<file path="src/rtl/slack_horizon_sched_pkg.sv">
// mpc_pkg: shared fixed-point type, dimension defaults and scheduler states
// for the ADMM slack-step horizon sequencer.
package mpc_pkg;

  localparam int DEF_W           = 16;
  localparam int DEF_STATE_DIM   = 12;
  localparam int DEF_CONTROL_DIM = 4;

  typedef logic signed [DEF_W-1:0] fixed_t;

  typedef enum logic [2:0] {
    S_IDLE,
    S_READ,
    S_LOAD,
    S_FIRE,
    S_WAIT,
    S_WRITE,
    S_DONE
  } sched_state_e;

endpackage

</file>
<file path="src/rtl/slack_horizon_sched_if.sv">
// Bundle of control, trajectory read, engine and write-back signals
// between the slack scheduler (master) and its environment (slave).
interface slack_horizon_sched_if #(
  parameter int STATE_DIM   = mpc_pkg::DEF_STATE_DIM,
  parameter int CONTROL_DIM = mpc_pkg::DEF_CONTROL_DIM,
  parameter int W           = mpc_pkg::DEF_W,
  parameter int AW          = 4
);

  logic                             start;
  logic                             abort;
  logic [W-1:0]                     cfg_x_min;
  logic [W-1:0]                     cfg_x_max;
  logic [W-1:0]                     cfg_u_min;
  logic [W-1:0]                     cfg_u_max;
  logic                             busy;
  logic                             done;

  logic                             rd_en;
  logic [AW-1:0]                    rd_addr;
  logic [STATE_DIM-1:0][W-1:0]      rd_x;
  logic [STATE_DIM-1:0][W-1:0]      rd_y;
  logic [CONTROL_DIM-1:0][W-1:0]    rd_u;
  logic [CONTROL_DIM-1:0][W-1:0]    rd_g;

  logic                             su_start;
  logic [STATE_DIM-1:0][W-1:0]      su_x;
  logic [STATE_DIM-1:0][W-1:0]      su_y;
  logic [CONTROL_DIM-1:0][W-1:0]    su_u;
  logic [CONTROL_DIM-1:0][W-1:0]    su_g;
  logic [W-1:0]                     su_x_min;
  logic [W-1:0]                     su_x_max;
  logic [W-1:0]                     su_u_min;
  logic [W-1:0]                     su_u_max;
  logic [STATE_DIM-1:0][W-1:0]      su_v;
  logic [CONTROL_DIM-1:0][W-1:0]    su_z;
  logic                             su_done;

  logic                             wr_en;
  logic                             wr_z_en;
  logic [AW-1:0]                    wr_addr;
  logic [STATE_DIM-1:0][W-1:0]      wr_v;
  logic [CONTROL_DIM-1:0][W-1:0]    wr_z;
  logic [W-1:0]                     max_resid;

  modport master (
    input  start, abort,
    input  cfg_x_min, cfg_x_max, cfg_u_min, cfg_u_max,
    output busy, done,
    output rd_en, rd_addr,
    input  rd_x, rd_y, rd_u, rd_g,
    output su_start, su_x, su_y, su_u, su_g,
    output su_x_min, su_x_max, su_u_min, su_u_max,
    input  su_v, su_z, su_done,
    output wr_en, wr_z_en, wr_addr, wr_v, wr_z,
    output max_resid
  );

  modport slave (
    output start, abort,
    output cfg_x_min, cfg_x_max, cfg_u_min, cfg_u_max,
    input  busy, done,
    input  rd_en, rd_addr,
    output rd_x, rd_y, rd_u, rd_g,
    input  su_start, su_x, su_y, su_u, su_g,
    input  su_x_min, su_x_max, su_u_min, su_u_max,
    output su_v, su_z, su_done,
    input  wr_en, wr_z_en, wr_addr, wr_v, wr_z,
    input  max_resid
  );

endinterface

</file>
<file path="src/rtl/slack_horizon_sched_abs_diff_max.sv">
// abs_diff_max: combinational max over i of |a_i - b_i|, differences in
// W+1 bits, magnitude saturated to the largest positive W-bit value.
module abs_diff_max #(
  parameter int N = 12,
  parameter int W = 16
) (
  input  logic [N-1:0][W-1:0] a,
  input  logic [N-1:0][W-1:0] b,
  output logic [W-1:0]        max_abs
);

  import mpc_pkg::*;

  localparam logic [W:0] SAT = {2'b00, {(W-1){1'b1}}};

  // reduce the saturated per-element magnitudes to their maximum
  always_comb begin
    logic [W:0]   diff;
    logic [W:0]   mag;
    logic [W-1:0] sat;
    max_abs = '0;
    diff    = '0;
    mag     = '0;
    sat     = '0;
    for (int i = 0; i < N; i++) begin
      diff = {a[i][W-1], a[i]} - {b[i][W-1], b[i]};
      mag  = diff[W] ? (~diff + 1'b1) : diff;
      sat  = (mag > SAT) ? SAT[W-1:0] : mag[W-1:0];
      if (sat > max_abs) max_abs = sat;
    end
  end

endmodule

</file>
<file path="src/rtl/slack_horizon_sched.sv">
// Horizon sequencer for one slack_update engine: read, fire, wait, write
// per knot. Define SLACK_SCHED_RESID_EN to build the max_resid tracker.
module slack_horizon_sched #(
  parameter int STATE_DIM   = mpc_pkg::DEF_STATE_DIM,
  parameter int CONTROL_DIM = mpc_pkg::DEF_CONTROL_DIM,
  parameter int W           = mpc_pkg::DEF_W,
  parameter int HORIZON     = 10,
  parameter int AW          = $clog2(HORIZON)
) (
  input  logic clk,
  input  logic reset,
  slack_horizon_sched_if.master bus
);

  import mpc_pkg::*;

  sched_state_e state;
  sched_state_e state_nx;

  logic [AW-1:0] k;
  logic          last;
  logic          accept;
  logic          rd_en_c;
  logic          su_start_c;
  logic          wr_en_c;
  logic          done_c;

  logic [STATE_DIM-1:0][W-1:0]   su_x_q;
  logic [STATE_DIM-1:0][W-1:0]   su_y_q;
  logic [CONTROL_DIM-1:0][W-1:0] su_u_q;
  logic [CONTROL_DIM-1:0][W-1:0] su_g_q;
  logic [STATE_DIM-1:0][W-1:0]   wr_v_q;
  logic [CONTROL_DIM-1:0][W-1:0] wr_z_q;
  logic [W-1:0] x_min_q;
  logic [W-1:0] x_max_q;
  logic [W-1:0] u_min_q;
  logic [W-1:0] u_max_q;

  assign last   = (k == AW'(HORIZON - 1));
  assign accept = (state == S_IDLE) && bus.start && !bus.abort;

  // state register
  always_ff @(posedge clk) begin
    if (reset) state <= S_IDLE;
    else       state <= state_nx;
  end

  // next state and Moore strobes; abort kills strobes the same cycle
  always_comb begin
    state_nx   = state;
    rd_en_c    = 1'b0;
    su_start_c = 1'b0;
    wr_en_c    = 1'b0;
    done_c     = 1'b0;
    unique case (state)
      S_IDLE:  if (bus.start) state_nx = S_READ;
      S_READ:  begin
        rd_en_c  = 1'b1;
        state_nx = S_LOAD;
      end
      S_LOAD:  state_nx = S_FIRE;
      S_FIRE:  begin
        su_start_c = 1'b1;
        state_nx   = S_WAIT;
      end
      S_WAIT:  if (bus.su_done) state_nx = S_WRITE;
      S_WRITE: begin
        wr_en_c  = 1'b1;
        state_nx = last ? S_DONE : S_READ;
      end
      S_DONE:  begin
        done_c   = 1'b1;
        state_nx = S_IDLE;
      end
      default: state_nx = S_IDLE;
    endcase
    if (bus.abort) begin
      state_nx   = S_IDLE;
      rd_en_c    = 1'b0;
      su_start_c = 1'b0;
      wr_en_c    = 1'b0;
      done_c     = 1'b0;
    end
  end

  // knot index, bounds, operands and captured results
  always_ff @(posedge clk) begin
    if (reset) begin
      k       <= '0;
      x_min_q <= '0;
      x_max_q <= '0;
      u_min_q <= '0;
      u_max_q <= '0;
      su_x_q  <= '0;
      su_y_q  <= '0;
      su_u_q  <= '0;
      su_g_q  <= '0;
      wr_v_q  <= '0;
      wr_z_q  <= '0;
    end else if (accept) begin
      k       <= '0;
      x_min_q <= bus.cfg_x_min;
      x_max_q <= bus.cfg_x_max;
      u_min_q <= bus.cfg_u_min;
      u_max_q <= bus.cfg_u_max;
    end else if (!bus.abort) begin
      if (state == S_LOAD) begin
        su_x_q <= bus.rd_x;
        su_y_q <= bus.rd_y;
        su_u_q <= bus.rd_u;
        su_g_q <= bus.rd_g;
      end
      if (state == S_WAIT && bus.su_done) begin
        wr_v_q <= bus.su_v;
        wr_z_q <= bus.su_z;
      end
      if (state == S_WRITE && !last) k <= k + AW'(1);
    end
  end

  assign bus.busy     = (state != S_IDLE);
  assign bus.done     = done_c;
  assign bus.rd_en    = rd_en_c;
  assign bus.rd_addr  = k;
  assign bus.su_start = su_start_c;
  assign bus.su_x     = su_x_q;
  assign bus.su_y     = su_y_q;
  assign bus.su_u     = su_u_q;
  assign bus.su_g     = su_g_q;
  assign bus.su_x_min = x_min_q;
  assign bus.su_x_max = x_max_q;
  assign bus.su_u_min = u_min_q;
  assign bus.su_u_max = u_max_q;
  assign bus.wr_en    = wr_en_c;
  assign bus.wr_z_en  = wr_en_c && !last;
  assign bus.wr_addr  = k;
  assign bus.wr_v     = wr_v_q;
  assign bus.wr_z     = wr_z_q;

`ifdef SLACK_SCHED_RESID_EN
  logic [W-1:0] knot_resid;
  logic [W-1:0] resid_q;

  abs_diff_max #(
    .N (STATE_DIM),
    .W (W)
  ) u_resid (
    .a       (wr_v_q),
    .b       (su_x_q),
    .max_abs (knot_resid)
  );

  // running max of |v - x| across the sweep, cleared on start
  always_ff @(posedge clk) begin
    if (reset)                           resid_q <= '0;
    else if (accept)                     resid_q <= '0;
    else if (wr_en_c && knot_resid > resid_q) resid_q <= knot_resid;
  end

  assign bus.max_resid = resid_q;
`else
  assign bus.max_resid = '0;
`endif

endmodule

</file>
<file path="src/flat_wrapper.sv">
// flat-port wrapper written by rule: the top's interface ports become plain ports
module slack_horizon_sched_flat import mpc_pkg::*;
#(
  parameter int STATE_DIM   = mpc_pkg::DEF_STATE_DIM,
  parameter int CONTROL_DIM = mpc_pkg::DEF_CONTROL_DIM,
  parameter int W           = mpc_pkg::DEF_W,
  parameter int HORIZON     = 10,
  parameter int AW          = $clog2(HORIZON)
)
  (clk, reset, bus_start, bus_abort, bus_cfg_x_min, bus_cfg_x_max, bus_cfg_u_min, bus_cfg_u_max, bus_busy, bus_done, bus_rd_en, bus_rd_addr, bus_rd_x, bus_rd_y, bus_rd_u, bus_rd_g, bus_su_start, bus_su_x, bus_su_y, bus_su_u, bus_su_g, bus_su_x_min, bus_su_x_max, bus_su_u_min, bus_su_u_max, bus_su_v, bus_su_z, bus_su_done, bus_wr_en, bus_wr_z_en, bus_wr_addr, bus_wr_v, bus_wr_z, bus_max_resid);
  slack_horizon_sched_if #(.STATE_DIM(STATE_DIM), .CONTROL_DIM(CONTROL_DIM), .W(W), .AW(AW)) bus_i ();
  input  logic clk;
  input  logic reset;
  input wire logic [$bits(bus_i.start)-1:0] bus_start;
  input wire logic [$bits(bus_i.abort)-1:0] bus_abort;
  input wire logic [$bits(bus_i.cfg_x_min)-1:0] bus_cfg_x_min;
  input wire logic [$bits(bus_i.cfg_x_max)-1:0] bus_cfg_x_max;
  input wire logic [$bits(bus_i.cfg_u_min)-1:0] bus_cfg_u_min;
  input wire logic [$bits(bus_i.cfg_u_max)-1:0] bus_cfg_u_max;
  output wire logic [$bits(bus_i.busy)-1:0] bus_busy;
  output wire logic [$bits(bus_i.done)-1:0] bus_done;
  output wire logic [$bits(bus_i.rd_en)-1:0] bus_rd_en;
  output wire logic [$bits(bus_i.rd_addr)-1:0] bus_rd_addr;
  input wire logic [$bits(bus_i.rd_x)-1:0] bus_rd_x;
  input wire logic [$bits(bus_i.rd_y)-1:0] bus_rd_y;
  input wire logic [$bits(bus_i.rd_u)-1:0] bus_rd_u;
  input wire logic [$bits(bus_i.rd_g)-1:0] bus_rd_g;
  output wire logic [$bits(bus_i.su_start)-1:0] bus_su_start;
  output wire logic [$bits(bus_i.su_x)-1:0] bus_su_x;
  output wire logic [$bits(bus_i.su_y)-1:0] bus_su_y;
  output wire logic [$bits(bus_i.su_u)-1:0] bus_su_u;
  output wire logic [$bits(bus_i.su_g)-1:0] bus_su_g;
  output wire logic [$bits(bus_i.su_x_min)-1:0] bus_su_x_min;
  output wire logic [$bits(bus_i.su_x_max)-1:0] bus_su_x_max;
  output wire logic [$bits(bus_i.su_u_min)-1:0] bus_su_u_min;
  output wire logic [$bits(bus_i.su_u_max)-1:0] bus_su_u_max;
  input wire logic [$bits(bus_i.su_v)-1:0] bus_su_v;
  input wire logic [$bits(bus_i.su_z)-1:0] bus_su_z;
  input wire logic [$bits(bus_i.su_done)-1:0] bus_su_done;
  output wire logic [$bits(bus_i.wr_en)-1:0] bus_wr_en;
  output wire logic [$bits(bus_i.wr_z_en)-1:0] bus_wr_z_en;
  output wire logic [$bits(bus_i.wr_addr)-1:0] bus_wr_addr;
  output wire logic [$bits(bus_i.wr_v)-1:0] bus_wr_v;
  output wire logic [$bits(bus_i.wr_z)-1:0] bus_wr_z;
  output wire logic [$bits(bus_i.max_resid)-1:0] bus_max_resid;
  assign bus_i.start = bus_start;
  assign bus_i.abort = bus_abort;
  assign bus_i.cfg_x_min = bus_cfg_x_min;
  assign bus_i.cfg_x_max = bus_cfg_x_max;
  assign bus_i.cfg_u_min = bus_cfg_u_min;
  assign bus_i.cfg_u_max = bus_cfg_u_max;
  assign bus_busy = bus_i.busy;
  assign bus_done = bus_i.done;
  assign bus_rd_en = bus_i.rd_en;
  assign bus_rd_addr = bus_i.rd_addr;
  assign bus_i.rd_x = bus_rd_x;
  assign bus_i.rd_y = bus_rd_y;
  assign bus_i.rd_u = bus_rd_u;
  assign bus_i.rd_g = bus_rd_g;
  assign bus_su_start = bus_i.su_start;
  assign bus_su_x = bus_i.su_x;
  assign bus_su_y = bus_i.su_y;
  assign bus_su_u = bus_i.su_u;
  assign bus_su_g = bus_i.su_g;
  assign bus_su_x_min = bus_i.su_x_min;
  assign bus_su_x_max = bus_i.su_x_max;
  assign bus_su_u_min = bus_i.su_u_min;
  assign bus_su_u_max = bus_i.su_u_max;
  assign bus_i.su_v = bus_su_v;
  assign bus_i.su_z = bus_su_z;
  assign bus_i.su_done = bus_su_done;
  assign bus_wr_en = bus_i.wr_en;
  assign bus_wr_z_en = bus_i.wr_z_en;
  assign bus_wr_addr = bus_i.wr_addr;
  assign bus_wr_v = bus_i.wr_v;
  assign bus_wr_z = bus_i.wr_z;
  assign bus_max_resid = bus_i.max_resid;
  slack_horizon_sched #(.STATE_DIM(STATE_DIM), .CONTROL_DIM(CONTROL_DIM), .W(W), .HORIZON(HORIZON), .AW(AW)) u_core (.clk(clk), .reset(reset), .bus(bus_i));
endmodule
</file>
<file path="config.mk">
export PLATFORM = sky130hd
export DESIGN_NAME = slack_horizon_sched_flat
export DESIGN_NICKNAME = d
export VERILOG_FILES = /design/src/rtl/slack_horizon_sched_pkg.sv /design/src/rtl/slack_horizon_sched_if.sv /design/src/rtl/slack_horizon_sched_abs_diff_max.sv /design/src/rtl/slack_horizon_sched.sv /design/src/flat_wrapper.sv
export SDC_FILE = /design/constraint.sdc
export NUM_CORES = 2
export LEC_CHECK = 0
export BUFFER_PORTS_ARGS = -buffer_cell sky130_fd_sc_hd__buf_2
export CAP_MARGIN = 20
export CORE_AREA = 2 2 656 658
export DETAILED_ROUTE_END_ITERATION = 8
export DIE_AREA = 0 0 658 660
export SLEW_MARGIN = 25
export SYNTH_ARGS = -nofsm -noshare
export SYNTH_HDL_FRONTEND = slang
export SYNTH_HIERARCHICAL = 1
export SYNTH_SLANG_ARGS = --single-unit
</file>
<file path="constraint.sdc">
create_clock -name clk -period 2 [get_ports clk]
set_input_delay 0 -clock clk [delete_from_list [all_inputs] [get_ports clk]]
set_output_delay 0 -clock clk [all_outputs]
set_load 0.005 [all_outputs]
</file>
==> impl_metrics.json <==
{
  "hold_class": "in -> reg",
  "firstDrtPassIters": 6,
  "vias_per_cell": 3.33,
  "max_cap_viol_count": 0,
  "setup_viol": 68,
  "holdWs_ns": 0.0469,
  "area_growth_pct": 115,
  "hold_viol_final": 0,
  "failed_checks": "setup timing",
  "fin_skew_ns": 0.0430,
  "via_count": 42158,
  "synth_top_family_by_area": "compound AO/OA/AOI/OAI gates",
  "hpwl_mm": 307,
  "netlist_instances": 3759,
  "synth_top_cell_by_area": "dfxtp_1",
  "nets": 7624,
  "cts_tree": "yes",
  "setup_ws_ns": -0.0724,
  "netlist_area_um2": 30000,
  "grt_pass1_vias": 41409,
  "post_synth_and_or_nand_nor_area_fraction_pct": 18.8,
  "antenna_found_initial": 272,
  "yosysWarnings": 6,
  "grt_use_total_pct": 16.1,
  "synth_compound_area_share_pct": 19.5,
  "yosysTopAreaCellShare_pct": 56.0,
  "crit_type": "reg -> reg",
  "drt_iter0_drc": 3889,
  "cts_sinks": 839,
  "die_height_um": 660,
  "synth_area_leaders": "dfxtp_1 (56%), a21oi_1 (14%), nand2_1 (13%)",
  "crit_path_max_fanout": 27,
  "synth_xor_area_share_pct": 0.0292,
  "port_buffers": 1682,
  "grt_max_degree": 108,
  "ant_nets": 0,
  "path_clk_slew_ns": 0.07,
  "start_util_pct": 7.03,
  "cts_root_buffer": "clkbuf_16",
  "numCtsBuffers": 112,
  "status": "finished with violations",
  "synthMuxAreaShare_pct": 0,
  "cp-start-kind": "register",
  "drv_slew": 0,
  "wl_mm": 369,
  "place_congestion": 0.926,
  "crit_family": "simple AND/OR/NAND/NOR gates",
  "critPathRequiredTime_ns": 2.69,
  "coreArea_um2": 427000,
  "path_cells": "buf_4 > or4b_4 > buf_12 > buf_16 > nand2_1 > a21oi_1",
  "ys_types": 35,
  "chipWidth_um": 658,
  "synthAdderAreaFrac_pct": 0.0834,
  "grt.overflow.total": 0,
  "powerDensity_nw_per_um2": 666,
  "ctsHtreeMaxLevel": 3,
  "wire_per_inst_um": 29.1,
  "rsz0062_at_grt": "yes",
  "seq_area_frac_synth_pct": 56.0,
  "drc": 0,
  "power.leakage_nw": 25.6,
  "finalCritPeriodShare_pct": 104,
  "io_pins": 1699,
  "ir_drop_uv": 655,
  "rows": 240,
  "drive_above_1_share_pct": 29.7,
  "critPathCaptureType": "register",
  "synth_seq_cells": 839,
  "critPathBufInv": 3,
  "avgSynthCellArea_um2": 7.99,
  "post-place-ws_ns": 0.0564,
  "grt_pass1_wl_mm": 451,
  "slowest_stage": "or4b_4",
  "clockBufferDepth": 4,
  "cpPeakStageDelay_ns": 0.58,
  "slew-limit-headroom_pct": 52.6,
  "clock.fmax_mhz": 483,
  "fin_crit_ns": 2.07,
  "worst_slew_pin_slew_ns": 0.711,
  "arrival_ns": 2.76,
  "clock_latency_ns": 0.85,
  "die_area_um2": 434000
}
[cell families after synthesis]
family,Yosys count
DFF,839
xor gates and xnor gates,1
buffers and inverters,379
adders and majority gates,2
AOI/OAI and AO/OA,1166
other,1
and+or+nand+nor,1371
[cells in the mapped netlist (all sizes together)]
cell	instances
ha	2
a211oi	1
nand2b	4
a21o	1
nor3b	1
a21oi	838
clkbuf	206
nor4b	2
o21ai	323
o21a	1
or4b	2
nand4bb	1
nand2	1024
buf	166
nor3	3
and3b	1
nor2b	1
dfxtp	839
o22ai	1
xnor2	1
conb	1
nand3	321
nor4	2
inv	7
and3	1
nor2	3
nand3b	1
o32ai	1
or3	2
and2	1
or4	1
[routing by layer]
metal | global-route usage [%] | vias up | share of wire, %
li1 | - | 18777 | -
met1 | 16.9 | 19821 | 36
met2 | 23.9 | 2659 | 41
met3 | 12.8 | 841 | 18
met4 | 6.05 | 60 | 4.5
met5 | 0 | - | 0.10
[layout by cell type, fill, tap and decap left out, types with 3 or more instances in the layout]
master	synthesis	layout
clkinvlp_4	0	10
clkbuf_1	206	18
dfxtp_1	839	834
a21oi_2	0	9
clkbuf_8	0	18
nand2b_1	4	3
nand3_1	321	321
clkinv_4	0	6
clkinv_2	0	17
dfxtp_4	0	4
inv_6	0	11
buf_6	0	11
inv_1	5	3
buf_2	132	1679
o21ai_1	11	20
buf_12	0	44
buf_8	0	6
a21oi_1	838	829
bufinv_16	0	4
buf_4	29	64
diode_2	0	113
nand2_1	1024	1022
o21ai_0	312	303
inv_8	0	4
buf_16	0	10
dlygate4sd3_1	0	1445
conb_1	1	16
clkbuf_16	0	119
bufbuf_16	0	4
[layout make-up]
cell class	count	area, um2
Sequential cell	839	16800
Antenna cell	113	283
Inverter	7	46.3
Fill cell	48110	362000
Timing Repair Buffer	3269	25000
Clock inverter	54	515
Clock buffer	149	3140
Tap cell	5687	7120
Multi-Input combinational cell	2556	11700
[worst register-to-register path: stages (launching register included)]
cell and delay, ns:
dfxtp_4 0.35, buf_4 0.15, or4b_4 0.58, buf_12 0.21
buf_16 0.37, nand2_1 0.16, a21oi_1 0.10
[flip-flops by register name, summed over array words and instances, names as in the netlist]
name / count
u_core/bus.su_x: 192
u_core/bus.su_y: 192
u_core/bus.wr_z: 64
u_core/bus.su_x_max: 16
u_core/bus.su_u_max: 16
u_core/bus.su_u: 64
u_core/bus.su_x_min: 16
u_core/bus.su_g: 64
u_core/bus.su_u_min: 16
u_core/state: 3
u_core/bus.rd_addr: 4
u_core/bus.wr_v: 192
[metrics by stage]
step	setup TNS [ns]	area, um2	total power, W	instances	utilization (%)
after floorplan	0	30100	0.0181	3774	-
after global placement	0	45400	0.0199	10881	10.6
after detailed placement	0	45400	0.0199	10881	10.6
after CTS	-1.61	64100	0.0437	12557	15.0
after global routing	-7.17	64500	0.0445	12630	15.1
final	-1.63	64600	0.0431	12674	15.1
[worst paths after layout]
kind                                           start              endpoint  slack, ns  cells after the start
worst max-delay path                 u_core/state[2]   u_core/bus.su_y[97]      -0.07                      6
worst min-delay path                   bus_su_v[122]  u_core/bus.wr_v[122]       0.05                      4
worst max register to register       u_core/state[2]   u_core/bus.su_y[97]      -0.07                      6
worst min register to register  u_core/bus.su_x[124]  u_core/bus.su_x[124]       0.45                      2
[power by group]
group	internal, W	total, W	switching, W
sequential	0.0169	0.0170	0.000108
clock	0.0116	0.0206	0.00900
combinational	0.00290	0.00546	0.00256
total	0.0314	0.0431	0.0117
[timing repair]
item | CTS | global route
cloned | 7 | 7
pin swaps | 3 | 2
hold buffers | 1449 | 0
setup endpoints to repair | 7 | 274
setup buffers | 17 | 2
hold endpoints to repair | 839 | 0
resized for setup | 37 | 35
No activity file was read; power rests on OpenSTA's default activity.
